[src/rtl/pipe_skid_stage.sv]
// Two-entry skid buffer stage: registered in_ready/out_valid, full throughput, flush-able.
// Optional statistics counters (stall_cnt, flush_cnt) are compiled in with PIPE_SKID_STATS_EN.
module pipe_skid_stage #(
    parameter int WIDTH = 32,
    parameter int CNT_W = 16
) (
    input  logic             CLK,
    input  logic             RST,
    input  logic             in_valid,
    output logic             in_ready,
    input  logic [WIDTH-1:0] in_data,
    output logic             out_valid,
    input  logic             out_ready,
    output logic [WIDTH-1:0] out_data,
    input  logic             flush
`ifdef PIPE_SKID_STATS_EN
    ,
    output logic [CNT_W-1:0] stall_cnt,
    output logic [CNT_W-1:0] flush_cnt
`endif
);

    typedef enum logic [1:0] {
        EMPTY = 2'd0,
        ONE   = 2'd1,
        FULL  = 2'd2
    } state_t;

    state_t           state_q, state_d;
    logic [WIDTH-1:0] main_q, main_d;
    logic [WIDTH-1:0] skid_q, skid_d;
    logic             in_xfer;
    logic             out_xfer;

    assign in_xfer  = in_valid & in_ready;
    assign out_xfer = out_valid & out_ready;
    assign out_data = main_q;

    always_ff @(posedge CLK) begin
        if (RST) begin
            state_q <= EMPTY;
            main_q  <= '0;
            skid_q  <= '0;
        end else begin
            state_q <= state_d;
            main_q  <= main_d;
            skid_q  <= skid_d;
        end
    end

    // Flush drops the valid state only; payload registers keep whatever they held.
    always_comb begin
        state_d = state_q;
        main_d  = main_q;
        skid_d  = skid_q;
        if (flush) begin
            state_d = EMPTY;
        end else begin
            case (state_q)
                EMPTY: begin
                    if (in_xfer) begin
                        state_d = ONE;
                        main_d  = in_data;
                    end
                end
                ONE: begin
                    if (in_xfer && out_xfer) begin
                        main_d = in_data;
                    end else if (in_xfer) begin
                        state_d = FULL;
                        skid_d  = in_data;
                    end else if (out_xfer) begin
                        state_d = EMPTY;
                    end
                end
                FULL: begin
                    if (out_xfer) begin
                        state_d = ONE;
                        main_d  = skid_q;
                    end
                end
                default: begin
                    state_d = EMPTY;
                end
            endcase
        end
    end

    // Handshake outputs decode the state register only, so out_ready never reaches in_ready.
    always_comb begin
        in_ready  = (state_q != FULL);
        out_valid = (state_q != EMPTY);
    end

`ifdef PIPE_SKID_STATS_EN
    localparam logic [CNT_W-1:0] CNT_ONE = {{(CNT_W-1){1'b0}}, 1'b1};

    logic [CNT_W-1:0] stall_q, stall_d;
    logic [CNT_W-1:0] flush_q, flush_d;

    always_comb begin
        stall_d = stall_q;
        flush_d = flush_q;
        if (out_valid && !out_ready && (stall_q != {CNT_W{1'b1}})) begin
            stall_d = stall_q + CNT_ONE;
        end
        if (flush && (state_q != EMPTY) && (flush_q != {CNT_W{1'b1}})) begin
            flush_d = flush_q + CNT_ONE;
        end
    end

    always_ff @(posedge CLK) begin
        if (RST) begin
            stall_q <= '0;
            flush_q <= '0;
        end else begin
            stall_q <= stall_d;
            flush_q <= flush_d;
        end
    end

    assign stall_cnt = stall_q;
    assign flush_cnt = flush_q;
`endif

endmodule
[config.mk]
export PLATFORM = sky130hd
export DESIGN_NAME = pipe_skid_stage
export DESIGN_NICKNAME = d
export VERILOG_FILES = /design/src/rtl/pipe_skid_stage.sv
export SDC_FILE = /design/constraint.sdc
export NUM_CORES = 1
export LEC_CHECK = 0
export BUFFER_PORTS_ARGS = -buffer_cell sky130_fd_sc_hd__buf_2
export CAP_MARGIN = 20
export CORE_MARGIN = 3
export CORE_UTILIZATION = 33
export DETAILED_ROUTE_END_ITERATION = 12
export HOLD_SLACK_MARGIN = 0.08
export PLACE_DENSITY_LB_ADDON = 0.12
export SLEW_MARGIN = 10
export SYNTH_ARGS = -nofsm -noshare
export SYNTH_HDL_FRONTEND = slang
export SYNTH_SLANG_ARGS = --single-unit
[constraint.sdc]
create_clock -name CLK -period 1.95 [get_ports CLK]
set_input_delay 0.0975 -clock CLK [delete_from_list [all_inputs] [get_ports CLK]]
set_output_delay 0.0975 -clock CLK [all_outputs]
set_load 0.01 [all_outputs]
==> results.json <==
{
  "outcome": "completed",
  "synth_edf_count": 0,
  "yosys.area.top_type_share": 0.468,
  "synth_cells": 337,
  "hp-start": "in_valid",
  "ys_ff_latch": 66,
  "grt_pass1_vias": 2223,
  "io_pins": 71,
  "r2r_slack_ps": 400,
  "cts_tree": "built",
  "grt_pass1_wl_um": 11300,
  "clk_path_buf_depth": 2,
  "worstPathArrival_ps": 1840,
  "cts_sinks": 66,
  "setup.worst_path.class": "in2reg",
  "slew_headroom": 0.634,
  "vias_per_cell": 4.73,
  "place_hpwl_um": 4210,
  "diodes": 0,
  "synthSimpleGateAreaFrac": 0.181,
  "seq_area_frac_synth": 0.468,
  "synthDistinctLibCells": 21,
  "cp_max_fo": 32,
  "p_int_uw": 2460,
  "leakage_uw": 0.00171,
  "finalHoldViolCount": 0,
  "p_sw_uw": 710,
  "antenna_found_initial": 0,
  "synth-compound-area-share": 0.186,
  "cp-start-kind": "input port",
  "p_clk_frac": 0.455,
  "die_area_sq_um": 9710,
  "path_buf_inv": 3,
  "postPlaceCellArea_sq_um": 3250,
  "die_y_um": 98.5,
  "rr_worst_depth": 5,
  "clk_pin_slew_ps": 70,
  "cts_buffers": 9,
  "rows": 33,
  "grt_start_max_net_pins": 48,
  "initial_core_util": 0.342,
  "dr.pass1.iters": 4,
  "syn_avg_cell_area_sq_um": 8.38,
  "htree_levels": 3,
  "reg2reg_from": "state_q[1]",
  "drtIter0Drc": 89,
  "track_usage": 0.145,
  "post-route-period-util": 0.839,
  "synth.area.mux_share": 0.113,
  "fmax_mhz": 612,
  "r2r-end": "out_data[17]",
  "synth_xor_area_frac": 0,
  "worst_slew_pin_slew_ps": 548,
  "die_w_um": 98.5,
  "drc": 0,
  "wl_per_cell_um": 13.1,
  "holdPathStages": 4,
  "synth_warnings": 0,
  "slowest_stage": "dlygate4sd3_1",
  "finalSetupViolations": 0,
  "grt_util_met2": 0.223,
  "min_path_type": "in2reg",
  "power_density_nw_per_um2": 826,
  "syn_to_final_growth_pct": 35.8,
  "crit_chain": "dlygate4sd3_1, buf_2, nand2b_1, or3_1, buf_4, nand2_1, a21oi_1",
  "core_sq_um": 8260,
  "ys_top_cells_by_count": "dfxtp_1, nand2_1, a21oi_1",
  "final_antenna_net_count": 0,
  "p_comb_frac": 0.101,
  "gp_congestion": 0.713,
  "cpPeakStageDelay_ps": 530,
  "synthTopCellsByArea": "dfxtp_1, a21oi_1, mux2i_1",
  "seqPwrFrac": 0.444,
  "synth_ff_type": "dfxtp_1",
  "fin_nets": 465,
  "end_kind": "flip-flop",
  "grt_util_met3": 0.0304,
  "fin_area_sq_um": 3840,
  "worstPathRequired_ps": 2150,
  "synth_top_family_by_area": "compound AO/OA/AOI/OAI gates",
  "syn-num-nets": 374,
  "gr-total-overflow": 0,
  "critPathTopFamily": "buffers and inverters",
  "skew_ps": 5.48,
  "rsz0062_at_grt": "no",
  "ir_drop_mv": 0.332,
  "slew_violations": 0,
  "setup_tns_ps": 0,
  "fin_crit_ps": 1640,
  "p_sw_frac": 0.224,
  "synth_top_area_cell": "dfxtp_1",
  "top_usage_layer": "met2",
  "met1_usage": 0.200,
  "ctsRootBufferMaster": "clkbuf_8",
  "dr_total_vias": 2544,
  "drive_above_1_share": 0.226,
  "synthAdderAreaFrac": 0,
  "routed_wl_um": 7070,
  "async_flop_share": 0,
  "synth_area_sq_um": 2830,
  "io_buffers": 70,
  "insertion_delay_ps": 340,
  "hold_end": "state_q[0]",
  "drv_cap": 0
}
[layout by cell type (no fill, tap or decap), types with 2 or more instances in the layout]
cell	n
a21oi_1	65
buf_12	2
buf_2	70
buf_4	6
bufinv_16	3
clkbuf_8	11
clkinv_2	2
dfxtp_1	66
dlygate4sd3_1	33
mux2i_1	32
nand2_1	66
nand2b_1	2
o21ai_0	26
o21ai_1	6
or3_1	33
[tightest hold or removal path, cell delays in order]
cell	delay, ps
buf_2	100
o21a_1	130
o22a_1	150
nor3_1	40
[what timing repair did]
item,CTS,global route
hold endpoints to repair,33,0
hold buffers,33,0
setup buffers,0,0
gates resized for setup,0,0
[state kept, by name, summed over array words and instances (netlist names)]
| name | cells |
|---|---|
| out_data | 32 |
| state_q | 2 |
| skid_q | 32 |
[cell families (layout without fill, tap and decap cells)]
family / Yosys count / count (layout)
simple gates: 107 / 107
compound gates: 101 / 101
flops: 66 / 66
mux: 32 / 32
buf+inv: 31 / 127
[worst max-delay path by stage]
| stage | startpoint | endpoint | slack, ps | cells after the start |
|---|---|---|---|---|
| floorplan | state_q[0] | skid_q[10] | 560 | 6 |
| global placement | state_q[1] | out_data[20] | 430 | 5 |
| detailed placement | state_q[0] | skid_q[10] | 410 | 5 |
| CTS | out_ready | skid_q[10] | 310 | 7 |
| global route | out_ready | skid_q[4] | 230 | 7 |
| finish | out_ready | skid_q[10] | 310 | 7 |
[routing by layer]
metal,share of wire,vias up
li1,-,1347
met1,0.49,1139
met2,0.45,50
met3,0.036,8
met4,0.015,0
met5,0,-
[power groups by stage]
stage | clock network (uW) | logic (uW) | registers, uW
2_1_floorplan | 0 | 139 | 1450
3_3_place_gp | 0 | 272 | 1440
3_5_place_dp | 0 | 275 | 1440
4_1_cts | 1480 | 326 | 1410
5_1_grt | 1550 | 357 | 1410
6_report | 1440 | 321 | 1410
[through the flow]
step                      instances  hold WS [ps]  setup WS [ps]  total power (uW)   util
final                           538           229            315              3170  0.465
after global routing            538           245            229              3310  0.465
after CTS                       538           222            313              3210  0.465
after detailed placement        489           340            407              1710  0.394
after global placement          489           333            431              1710  0.394
after floorplan                 337           189            564              1590      -
[layout make-up]
class                           count  area (sq um)
Fill cell                         809          4420
Multi-Input combinational cell    240          1370
Sequential cell                    66          1320
Timing Repair Buffer              111           766
Clock buffer                       11           151
Tap cell                          105           131
Clock inverter                      5           100
Power figures use the tool's default switching activity.
